`src/rtl/mem_port_arbiter_if.sv`:
```
// -----------------------------------------------------------------------------
// mem_port_pkg / mem_port_arbiter_if
//
// Shared types for the data-memory port and the bundle of signals that runs
// between the requesters, the arbiter and the primary port of the data memory.
//
// mem_dt_e : access data type (byte/half/word, signed and unsigned loads)
// errno_e  : completion status of a memory transaction
//
// Interface signals (N_REQ requesters):
//   req, req_addr, req_wd, req_we, req_dt : per-requester request fields
//   ack, rdata, rerr                      : per-transaction completion
//   m_addr, m_wd, m_we, m_dt              : drive the memory primary port
//   m_rd, m_err                           : returned by the memory primary port
//
// Modports:
//   slave  : the arbiter (consumes requests, drives the memory port)
//   master : the environment (requesters plus memory)
// -----------------------------------------------------------------------------
package mem_port_pkg;

    typedef enum logic [2:0] {
        MEM_DT_BYTE  = 3'd0,
        MEM_DT_HALF  = 3'd1,
        MEM_DT_WORD  = 3'd2,
        MEM_DT_UBYTE = 3'd4,
        MEM_DT_UHALF = 3'd5
    } mem_dt_e;

    typedef enum logic [1:0] {
        ENONE   = 2'd0,
        EALIGN  = 2'd1,
        EBOUNDS = 2'd2
    } errno_e;

endpackage

interface mem_port_arbiter_if #(parameter int N_REQ = 2);
    import mem_port_pkg::*;

    // Requester side; address and write-data slice i is [32*i+31:32*i].
    logic [N_REQ-1:0]      req;
    logic [32*N_REQ-1:0]   req_addr;
    logic [32*N_REQ-1:0]   req_wd;
    logic [N_REQ-1:0]      req_we;
    mem_dt_e [N_REQ-1:0]   req_dt;
    logic [N_REQ-1:0]      ack;
    logic [31:0]           rdata;
    errno_e                rerr;

    // Memory primary-port side.
    logic [31:0]           m_addr;
    logic [31:0]           m_wd;
    logic                  m_we;
    mem_dt_e               m_dt;
    logic [31:0]           m_rd;
    errno_e                m_err;

    modport slave (
        input  req, req_addr, req_wd, req_we, req_dt, m_rd, m_err,
        output ack, rdata, rerr, m_addr, m_wd, m_we, m_dt
    );

    modport master (
        output req, req_addr, req_wd, req_we, req_dt, m_rd, m_err,
        input  ack, rdata, rerr, m_addr, m_wd, m_we, m_dt
    );

endinterface

```
`src/rtl/mem_port_arbiter.sv`:
```
// -----------------------------------------------------------------------------
// mem_port_arbiter
//
// Shares the primary port of the data memory between N_REQ requesters.
// Each transaction takes three cycles: IDLE (arbitrate and latch), ACCESS
// (memory port driven, write commits at the closing edge, read data and
// status captured) and RESP (one-cycle ack to the winner). Arbitration is
// round-robin starting at index 0 after reset; the requester just served
// drops to lowest priority. Misaligned accesses never write and complete
// with EALIGN.
//
// Ports:
//   clk   : system clock, rising edge
//   rst_n : asynchronous active-low reset
//   bus   : mem_port_arbiter_if.slave (requests, completions, memory port)
// -----------------------------------------------------------------------------
module mem_port_arbiter
    import mem_port_pkg::*;
#(
    parameter int N_REQ = 2
)
(
    input  logic              clk,
    input  logic              rst_n,
    mem_port_arbiter_if.slave bus
);

    localparam int IDX_W = $clog2(N_REQ);

    typedef enum logic [1:0] {
        ST_IDLE   = 2'd0,
        ST_ACCESS = 2'd1,
        ST_RESP   = 2'd2
    } state_e;

    // Unknown data-type encodings are treated as misaligned so they can
    // never reach the memory as a write.
    function automatic logic is_aligned(input mem_dt_e dt, input logic [1:0] lo);
        logic ok;
        case (dt)
            MEM_DT_WORD:               ok = (lo == 2'b00);
            MEM_DT_HALF, MEM_DT_UHALF: ok = (lo[0] == 1'b0);
            MEM_DT_BYTE, MEM_DT_UBYTE: ok = 1'b1;
            default:                   ok = 1'b0;
        endcase
        return ok;
    endfunction

    state_e             state_r;
    state_e             state_next_s;
    logic [IDX_W-1:0]   rr_r;
    logic [IDX_W-1:0]   win_r;
    logic               we_r;
    logic               aligned_r;

    logic               grant_valid_s;
    logic [IDX_W-1:0]   grant_idx_s;
    logic [IDX_W-1:0]   cand_s;
    logic [31:0]        sel_addr_s;
    logic [31:0]        sel_wd_s;
    mem_dt_e            sel_dt_s;
    logic               sel_we_s;
    logic               sel_aligned_s;
    logic [N_REQ-1:0]   ack_one_s;

    // Round-robin pick: scan offsets from high to low so the requester
    // closest to rr (smallest offset) is the last, winning assignment.
    always_comb begin
        grant_valid_s = 1'b0;
        grant_idx_s   = '0;
        cand_s        = '0;
        for (int k = N_REQ - 1; k >= 0; k--) begin
            cand_s        = IDX_W'((int'(rr_r) + k) % N_REQ);
            grant_idx_s   = bus.req[cand_s] ? cand_s : grant_idx_s;
            grant_valid_s = grant_valid_s | bus.req[cand_s];
        end
    end

    assign sel_addr_s    = bus.req_addr[32*grant_idx_s +: 32];
    assign sel_wd_s      = bus.req_wd[32*grant_idx_s +: 32];
    assign sel_dt_s      = bus.req_dt[grant_idx_s];
    assign sel_we_s      = bus.req_we[grant_idx_s];
    assign sel_aligned_s = is_aligned(sel_dt_s, sel_addr_s[1:0]);
    assign ack_one_s     = {{(N_REQ-1){1'b0}}, 1'b1} << win_r;

    // FSM state register.
    always_ff @(posedge clk or negedge rst_n) begin
        if (!rst_n) begin
            state_r <= ST_IDLE;
        end else begin
            state_r <= state_next_s;
        end
    end

    // FSM next-state logic.
    always_comb begin
        state_next_s = ST_IDLE;
        case (state_r)
            ST_IDLE: begin
                if (grant_valid_s) begin
                    state_next_s = ST_ACCESS;
                end else begin
                    state_next_s = ST_IDLE;
                end
            end
            ST_ACCESS: state_next_s = ST_RESP;
            ST_RESP:   state_next_s = ST_IDLE;
            default:   state_next_s = ST_IDLE;
        endcase
    end

    // Transaction datapath: latch the winner, drive the memory port from
    // those registers, capture the response and pulse ack. The m_* outputs
    // are the latched request fields themselves, so m_we is a pure register
    // that is only high for the ACCESS cycle.
    always_ff @(posedge clk or negedge rst_n) begin
        if (!rst_n) begin
            rr_r      <= '0;
            win_r     <= '0;
            we_r      <= 1'b0;
            aligned_r <= 1'b0;
            bus.ack    <= '0;
            bus.rdata  <= 32'h0000_0000;
            bus.rerr   <= ENONE;
            bus.m_addr <= 32'h0000_0000;
            bus.m_wd   <= 32'h0000_0000;
            bus.m_we   <= 1'b0;
            bus.m_dt   <= MEM_DT_WORD;
        end else begin
            case (state_r)
                ST_IDLE: begin
                    bus.ack <= '0;
                    if (grant_valid_s) begin
                        win_r      <= grant_idx_s;
                        we_r       <= sel_we_s;
                        aligned_r  <= sel_aligned_s;
                        bus.m_addr <= sel_addr_s;
                        bus.m_wd   <= sel_wd_s;
                        bus.m_dt   <= sel_dt_s;
                        bus.m_we   <= sel_we_s & sel_aligned_s;
                    end else begin
                        bus.m_we   <= 1'b0;
                    end
                end
                ST_ACCESS: begin
                    bus.m_we <= 1'b0;
                    bus.ack  <= ack_one_s;
                    // Writes and misaligned accesses keep the previous rdata.
                    if (!we_r && aligned_r) begin
                        bus.rdata <= bus.m_rd;
                    end else begin
                        bus.rdata <= bus.rdata;
                    end
                    bus.rerr <= aligned_r ? bus.m_err : EALIGN;
                end
                ST_RESP: begin
                    bus.m_we <= 1'b0;
                    bus.ack  <= '0;
                    rr_r     <= (win_r == IDX_W'(N_REQ - 1)) ? '0 : win_r + 1'b1;
                end
                default: begin
                    bus.m_we <= 1'b0;
                    bus.ack  <= '0;
                end
            endcase
        end
    end

endmodule

```
`src/flat_wrapper.sv`:
```
// flat-port wrapper written by rule: the top's interface ports become plain ports
module mem_port_arbiter_flat import mem_port_pkg::*;
#(
    parameter int N_REQ = 2
)
  (clk, rst_n, bus_req, bus_req_addr, bus_req_wd, bus_req_we, bus_req_dt, bus_m_rd, bus_m_err, bus_ack, bus_rdata, bus_rerr, bus_m_addr, bus_m_wd, bus_m_we, bus_m_dt);
  mem_port_arbiter_if #(.N_REQ(N_REQ)) bus_i ();
  input  logic clk;
  input  logic rst_n;
  input wire logic [$bits(bus_i.req)-1:0] bus_req;
  input wire logic [$bits(bus_i.req_addr)-1:0] bus_req_addr;
  input wire logic [$bits(bus_i.req_wd)-1:0] bus_req_wd;
  input wire logic [$bits(bus_i.req_we)-1:0] bus_req_we;
  input wire logic [$bits(bus_i.req_dt)-1:0] bus_req_dt;
  input wire logic [$bits(bus_i.m_rd)-1:0] bus_m_rd;
  input wire logic [$bits(bus_i.m_err)-1:0] bus_m_err;
  output wire logic [$bits(bus_i.ack)-1:0] bus_ack;
  output wire logic [$bits(bus_i.rdata)-1:0] bus_rdata;
  output wire logic [$bits(bus_i.rerr)-1:0] bus_rerr;
  output wire logic [$bits(bus_i.m_addr)-1:0] bus_m_addr;
  output wire logic [$bits(bus_i.m_wd)-1:0] bus_m_wd;
  output wire logic [$bits(bus_i.m_we)-1:0] bus_m_we;
  output wire logic [$bits(bus_i.m_dt)-1:0] bus_m_dt;
  assign bus_i.req = bus_req;
  assign bus_i.req_addr = bus_req_addr;
  assign bus_i.req_wd = bus_req_wd;
  assign bus_i.req_we = bus_req_we;
  assign bus_i.req_dt = bus_req_dt;
  assign bus_i.m_rd = bus_m_rd;
  assign bus_i.m_err = bus_m_err;
  assign bus_ack = bus_i.ack;
  assign bus_rdata = bus_i.rdata;
  assign bus_rerr = bus_i.rerr;
  assign bus_m_addr = bus_i.m_addr;
  assign bus_m_wd = bus_i.m_wd;
  assign bus_m_we = bus_i.m_we;
  assign bus_m_dt = bus_i.m_dt;
  mem_port_arbiter #(.N_REQ(N_REQ)) u_core (.clk(clk), .rst_n(rst_n), .bus(bus_i));
endmodule
```
`config.mk`:
```
export PLATFORM = sky130hd
export DESIGN_NAME = mem_port_arbiter_flat
export DESIGN_NICKNAME = d
export VERILOG_FILES = /design/src/rtl/mem_port_arbiter_if.sv /design/src/rtl/mem_port_arbiter.sv /design/src/flat_wrapper.sv
export SDC_FILE = /design/constraint.sdc
export NUM_CORES = 1
export LEC_CHECK = 0
export BUFFER_PORTS_ARGS = -buffer_cell sky130_fd_sc_hd__buf_2
export CAP_MARGIN = 20
export CORE_UTILIZATION = 40
export CTS_CLUSTER_SIZE = 14
export DETAILED_ROUTE_END_ITERATION = 8
export PLACE_DENSITY = 0.8
export SLEW_MARGIN = 20
export SYNTH_ARGS = -nofsm -noshare
export SYNTH_HDL_FRONTEND = slang
export SYNTH_SLANG_ARGS = --single-unit
```
`constraint.sdc`:
```
create_clock -name clk -period 2.1 [get_ports clk]
set_input_delay 0.105 -clock clk [delete_from_list [all_inputs] [get_ports clk]]
set_output_delay 0.105 -clock clk [all_outputs]
set_load 0.03 [all_outputs]
```
Word level (Yosys, flattened, before mapping). Index checks and enable logic that the tools add are counted.

Register bits: 110. Input port bits: 174.

Equal/unequal tests: 6. Order comparisons: 3. Reductions and logical operators: 9. Bitwise logic cells: 3. $add $sub $neg: 2. Shift operators: 3. Mux-type cells: 18.

Operator list (number): 64-bit by 7-bit indexed part select with 32-bit output (2); 1-bit two-way mux (12); 3-bit equality test (second input constant) (2); 1-bit by 2-bit less-than comparator with 1-bit output (second input constant) (3); 3-bit two-way mux (2); 2-bit zero test (2); 2-bit two-way mux (2); 2-bit case mux with 2 select lines (1); 2-bit AND reduction (2); 2-bit OR reduction (2); 3-bit by 1-bit equality test with 1-bit output (second input constant) (1); 3-bit by 2-bit equality test with 1-bit output (second input constant) (1); 3-bit zero test (1); 1-bit case mux with 3 select lines (1); 1-bit adder (second input constant) (2); 2-bit by 1-bit equality test with 1-bit output (second input constant) (1); 2-bit equality test (second input constant) (1); 1-bit by 1-bit left shift with 2-bit output (first input constant) (1); 1-bit AND (1); 1-bit logical AND (1); 1-bit zero test (1); 1-bit NOT (1); 1-bit OR (1).

Longest topological paths before layout. Gate-level depths: netlist of the first run.

Depth in word-level cells: 13. Mapped depth: 7.

Least setup slack after synthesis of the first run. Ideal clock, no wire load.

Path type: reg2reg. Start point: reg u_core.state_r[1]. End point: reg u_core.bus.rdata[10]. Slack: 0.533 ns. Clock period less this slack: 1.567 ns. Library setup time: 0.125 ns. Arrival: 1.442 ns. Stages on the path, launching flop included: 6. Path through: dfrtp_1 > nand2b_1 > buf_2 > nor3b_4 > buf_6 > mux2_2.

Longest elaborated chain between the ends: 2.

RTL lines: start: declaration (line mem_port_arbiter.sv:49) `state_e state_r;`; start signal: assignment (line mem_port_arbiter.sv:91) `state_r <= state_next_s;`; 2-bit by 1-bit equality test with 1-bit output (line mem_port_arbiter.sv:130) `case (state_r)`; 2-bit AND reduction (no source line); end signal: assignment (line mem_port_arbiter.sv:150) `bus.rdata <= bus.m_rd;`; end signal: assignment (line mem_port_arbiter.sv:152) `bus.rdata <= bus.rdata;`; end: declaration (line mem_port_arbiter_if.sv:61) `output ack, rdata, rerr, m_addr, m_wd, m_we, m_dt`.

No other way between the ends. A chain may end at the register's enable or synchronous reset.

Final worst setup path of the first run.
Start point: reg u_core.state_r[1]. End point: reg u_core.bus.rdata[22].

Same word-level chain as after synthesis.

==> results.cfg, run 1 <==
[worst_setup_path]
path_class = reg2reg
rr_worst_depth = 4
reg2reg_slack_ns = 0.39
critPathMaxFanout = 32
end_kind = flop
reg2reg_from = u_core.state_r[1]
required_ns = 2.33
arrival_ns = 1.93
startpoint_type = flop
cp-startpoint = u_core.state_r[1]
rr_endpoint = u_core.bus.rdata[22]

[placed_design]
hpwlAfterDp_um = 10300
io_buffers = 277
gp_congestion = 0.802

[route]
viasPerCell = 5.37
wl_per_cell_um = 16.8
postRouteWirelength_um = 16100
drc = 0
final_antenna_net_count = 0
dr.pass1.iters = 4
drtIter0Drc = 425
vias = 5146

[power]
powerDensity_nw_per_um2 = 1590
leakage_nw = 3.30
finalPower_mw = 11.5
vdd_drop_max_v = 0.000647

[clock_tree]
htreeDepth = 3
root_buffer = clkbuf_16
cts_buffer_depth = 2
tritoncts = built
numCtsBuffers = 9
clkSinkCount = 110
cts_setup_buffers = 0
clk_latency_ns = 0.35
cts.clk_slew.worst_paths_ns = 0.07

[worst_hold_path]
hp-start = bus_m_rd[8]
hold_depth = 2
min_path_type = in2reg
hold_end = u_core.bus.rdata[8]

[floorplan]
die_w_um = 115
die-area_um2 = 13300
io_pins = 278
fp.coreArea_um2 = 12600
num_rows = 41
start_util_pct = 40.8
die_h_um = 115

[layout]
layout_commonest_cell = buf_2
drive_gt1_share_pct = 45.4
syn2layout_area_growth_pct = 40.4
fin_nets = 953
nFillCells = 1110
final_cell_mix = 276 x buf_2, 109 x dfrtp_1, 71 x o21ai_0

[timing]
finalHoldViolations = 0
fin_setup_tns_ns = 0
finalSetupViolations = 0
fmax_mhz = 586
hold_ws_ns = 0.00663
skew_ns = 0.0100
period_minus_slack_ns = 1.71
slew_violations = 0
timing.final.crit_share_pct = 81.3
maxSlewHeadroom_pct = 43.9
rsz0062_at_grt = false
tightestPinTransition_ns = 0.841

[run]
drv_cap = 0

[yosys]
ys_seq_area_share_pct = 53.7
synth_area_per_cell_um2 = 10.1
postSynthCellCount = 506
synth_cell_type_count = 27
netlist.area_leader.share_pct = 53.1
synth_top_area_cell = dfrtp_1
synth_warnings = 0
syn-num-nets = 680
synth_area_leaders = dfrtp_1 53%, a31oi_1 7.1%, o21ai_0 6.9%, a21oi_1 6.8%, mux2_2 6.8%
ys_ff_latch = 110
synth_area_um2 = 5130

[outcome]
outcome = finished, final reports clean

[global_routing]
grt_max_degree = 111
antenna_found_initial = 1
grt_first_pass_wirelength_um = 24400
grt_pass1_vias = 4754
grt_use_total_pct = 23.6
overflow = 0
## how the worst max path moves through the flow
stage	to	slack (ns)	depth (start not counted)
detailed placement	u_core.bus.rdata[2]	0.40	4
CTS	u_core.bus.rdata[2]	0.39	4
finish	u_core.bus.rdata[22]	0.39	4
global route	u_core.aligned_r	0.27	4
global placement	u_core.bus.rdata[18]	0.47	4
floorplan	u_core.bus.rdata[10]	0.53	5
## final cells by class
type                    instances  area [um^2]  area share [%]
multi-input cells             336         2080            28.9
inverters                       3         11.3           0.156
diodes                          2         5.00          0.0695
well taps                     172          215            2.99
clock inverters                 6         68.8           0.955
repair buffers                319         1830            25.4
flip-flops and latches        110         2750            38.2
clock buffers                  10          239            3.32
## routing by layer
metal / vias up / track usage [%] / part of all wire, %
li1: 2428 / - / -
met2: 247 / 40.8 / 51
met4: 0 / 9.78 / 2.1
met3: 23 / 5.11 / 7.8
met5: - / 0 / 0
met1: 2448 / 28.5 / 39
## kinds of logic after synthesis
| family | share of synthesized area [%] |
|---|---|
| muxes | 7.02 |
| AOI/OAI and AO/OA | 24.4 |
| buffers and inverters | 6.07 |
| and+or+nand+nor | 8.90 |
| DFF | 53.7 |
## power by group
part | total (mW) | switching, mW | internal, mW
registers | 3.78 | 0.589 | 3.19
logic | 5.93 | 4.05 | 1.88
clock network | 1.77 | 0.800 | 0.965
total | 11.5 | 5.44 | 6.04
## through the flow
step,cell area (um^2),util (%),setup WS (ns),cells
after floorplan,5130,-,0.533,506
after global placement,6600,52.5,0.467,911
after detailed placement,6600,52.5,0.399,911
after CTS,7200,57.3,0.386,956
after global routing,7200,57.3,0.269,957
final,7200,57.3,0.392,958
## worst max-delay path: stages, from the launching register on
cell and delay, ns:
dfrtp_1 0.42, nand2b_1 0.29, nor3b_4 0.27, buf_12 0.23, mux2_2 0.37
## flip-flops by register name (all words and copies together) (netlist names), 2 cells and up
name               flops
u_core.bus.rdata      32
u_core.bus.m_addr     32
u_core.bus.m_dt        3
u_core.bus.ack         2
u_core.state_r         2
u_core.bus.m_wd       32
u_core.bus.rerr        2
## cells in the mapped netlist
| cell type | number |
|---|---|
| mux2_1 | 1 |
| nand2b_1 | 3 |
| o211ai_1 | 1 |
| nor2_1 | 5 |
| o21ai_1 | 1 |
| o2111ai_1 | 1 |
| dfrtp_1 | 109 |
| dfstp_2 | 1 |
| and2_4 | 1 |
| mux2_2 | 31 |
| nand2_1 | 4 |
| o221ai_1 | 2 |
| o21ai_0 | 71 |
| nand3_1 | 69 |
| a21boi_0 | 1 |
| nor2b_1 | 2 |
| a21bo_2 | 1 |
| buf_6 | 11 |
| a21oi_1 | 70 |
| nor4_1 | 2 |
| buf_2 | 3 |
| a31oi_1 | 58 |
| inv_1 | 3 |
| nor3b_4 | 1 |
| clkbuf_1 | 43 |
| a31oi_2 | 10 |
| or2_1 | 1 |
## repair_timing
action | CTS | global route
setup endpoints to repair | 0 | 0
endpoints found under the hold margin | 137 | 0
hold buffers | 29 | 0
gates resized for setup | 0 | 0
Power figures use the tool's default switching activity.
==> run 2: changes to the inputs <==
- PLACE_DENSITY: 0.8 -> 0.83
- clock period: 2.1 -> 1.42 ns (I/O delays scaled with it)
==> run 2 against run 1 <==
  * The run now ends with negative setup slack left
  * Flip-flop and latch count is the same
  * Clock-buffer cell count fell by 1
  * Die area unchanged
  * Global-route usage up 8.3 points
  * Critical endpoint is now u_core.bus.m_wd[1]
  * Register-to-register slack got worse by 0.48 ns
  * Clock power rose by 43%
  * Wire length up 40%
  * Critical path type unchanged
  * Clock skew is 0.00093 ns lower
  * Final area is 27% higher
  * Setup slack worse by 0.48 ns
==> results.cfg, run 2 (synthesized netlist as in run 1, its figures left out) <==
[global_routing]
grt_pass1_vias = 6453
grt_first_pass_wirelength_um = 32300
grt_max_degree = 69
overflow = 0
antenna_found_initial = 1
grt_use_total_pct = 31.9

[power]
vdd_drop_max_v = 0.00121
powerDensity_nw_per_um2 = 2150
finalPower_mw = 19.6
leakage_nw = 4.15

[placed_design]
placed_cell_area_um2 = 6770
io_buffers = 277
hpwlAfterDp_um = 10900
dp_cells = 924
post-place-ws_ns = -0.0491
gp_congestion = 0.785

[clock_tree]
tritoncts = built
root_buffer = clkbuf_16
numCtsBuffers = 9
htreeDepth = 3
cts.clk_slew.worst_paths_ns = 0.08
clk_latency_ns = 0.35
clkSinkCount = 110
cts_buffer_depth = 2

[worst_setup_path]
critPathMaxFanout = 7
arrival_ns = 1.72
rr_worst_depth = 6
startpoint_type = flop
reg2reg_slack_ns = -0.09
path_class = reg2reg
reg2reg_from = u_core.state_r[0]
required_ns = 1.63
rr_endpoint = u_core.bus.m_wd[1]
end_kind = flop

[layout]
regArea_um2 = 2750
nFillCells = 817
finish.instance_area_um2 = 9130
syn2layout_area_growth_pct = 77.9
finish.utilization_pct = 72.6
final_cell_mix = 276 x buf_2, 156 x dlygate4sd3_1, 109 x dfrtp_1
drive_gt1_share_pct = 42.4
fin_nets = 1113
multi_input_area_um2 = 2230
layout_commonest_cell = buf_2
largest_registers = u_core.bus.m_addr: 32 flops, u_core.bus.m_wd: 32 flops, u_core.bus.rdata: 32 flops
stdcell_count = 1118

[outcome]
violations = negative setup slack
outcome = finished with violations

[timing]
rsz0062_at_grt = true
skew_ns = 0.00912
timing.final.crit_share_pct = 106
hold_ws_ns = 0.0182
fmax_mhz = 664
slew_violations = 0
period_minus_slack_ns = 1.51
fin_setup_tns_ns = -4.49
tightestPinTransition_ns = 0.568
worst_slack_ns = -0.0856
finalHoldViolations = 0
maxSlewHeadroom_pct = 62.2
finalSetupViolations = 99

[floorplan]
die_h_um = 115
num_rows = 41
io_pins = 278
die-area_um2 = 13300
start_util_pct = 40.8
die_w_um = 115
fp.coreArea_um2 = 12600

[worst_hold_path]
hold_depth = 3
hp-start = bus_req_wd[53]
min_path_type = in2reg
hold_end = u_core.bus.m_wd[21]

[route]
vias = 6364
final_antenna_net_count = 0
viasPerCell = 5.69
dr.pass1.iters = 6
drc = 0
drtIter0Drc = 873
postRouteWirelength_um = 22500
wl_per_cell_um = 20.2

[run]
drv_cap = 0
-- run 2: cell types whose count changed in the layout (fill, tap and decap cells not counted), sizes merged --
cell / change
clkbuf: +6
dlygate4sd3: +127
bufinv: -1
and2: +1
buf: +25
inv: +4
clkinvlp: -1
clkinv: -1
-- run 2: final cells by class --
class                   instances  share of cell area (%)
clock buffers                   9                    2.47
flip-flops and latches        110                    30.2
well taps                     172                    2.36
diodes                          2                  0.0548
inverters                       3                   0.123
multi-input cells             337                    24.5
clock inverters                 7                   0.795
repair buffers                478                    39.6
-- run 2: repair_timing --
item | 4_1_cts | 5_1_grt
buffers inserted | 3 | 8
hold endpoints to repair | 208 | 0
hold buffers | 156 | 0
gates resized for setup | 22 | 24
setup endpoints to repair | 32 | 102
gates cloned | 2 | 10
pin swaps | 3 | 4
-- run 2: report_power, final --
part           internal, mW  switching, mW  total, mW
Sequential             4.72          0.945       5.67
Clock                  1.26           1.28       2.53
Combinational          4.49           6.96       11.5
Total                  10.5           9.18       19.6
-- run 2: metal layers --
metal  GRT usage [%]  share of wire (%)  vias up
met5               0                  0        -
met4            21.7                5.7        0
met3            9.33                9.2      139
met2            54.3                 49      496
met1            34.3                 36     2978
li1                -                  -     2751
-- run 2: worst max-delay path by stage --
stage                      startpoint              endpoint  slack [ns]  depth (start not counted)
floorplan           u_core.state_r[1]  u_core.bus.rdata[10]       -0.14                          5
global placement    u_core.state_r[1]  u_core.bus.rdata[15]       -0.03                          4
detailed placement  u_core.state_r[1]  u_core.bus.rdata[18]       -0.05                          4
CTS                 u_core.state_r[1]   u_core.bus.rdata[3]       -0.06                          5
global route        u_core.state_r[0]    u_core.bus.m_wd[1]       -0.13                          6
finish              u_core.state_r[0]    u_core.bus.m_wd[1]       -0.09                          6
-- run 2: critical path: stages, from the launching register on --
cell and delay [ns]:
dfrtp_1 0.42, buf_4 0.16, nor2_4 0.19, and2_4 0.23
buf_6 0.12, buf_12 0.14, a31oi_4 0.10
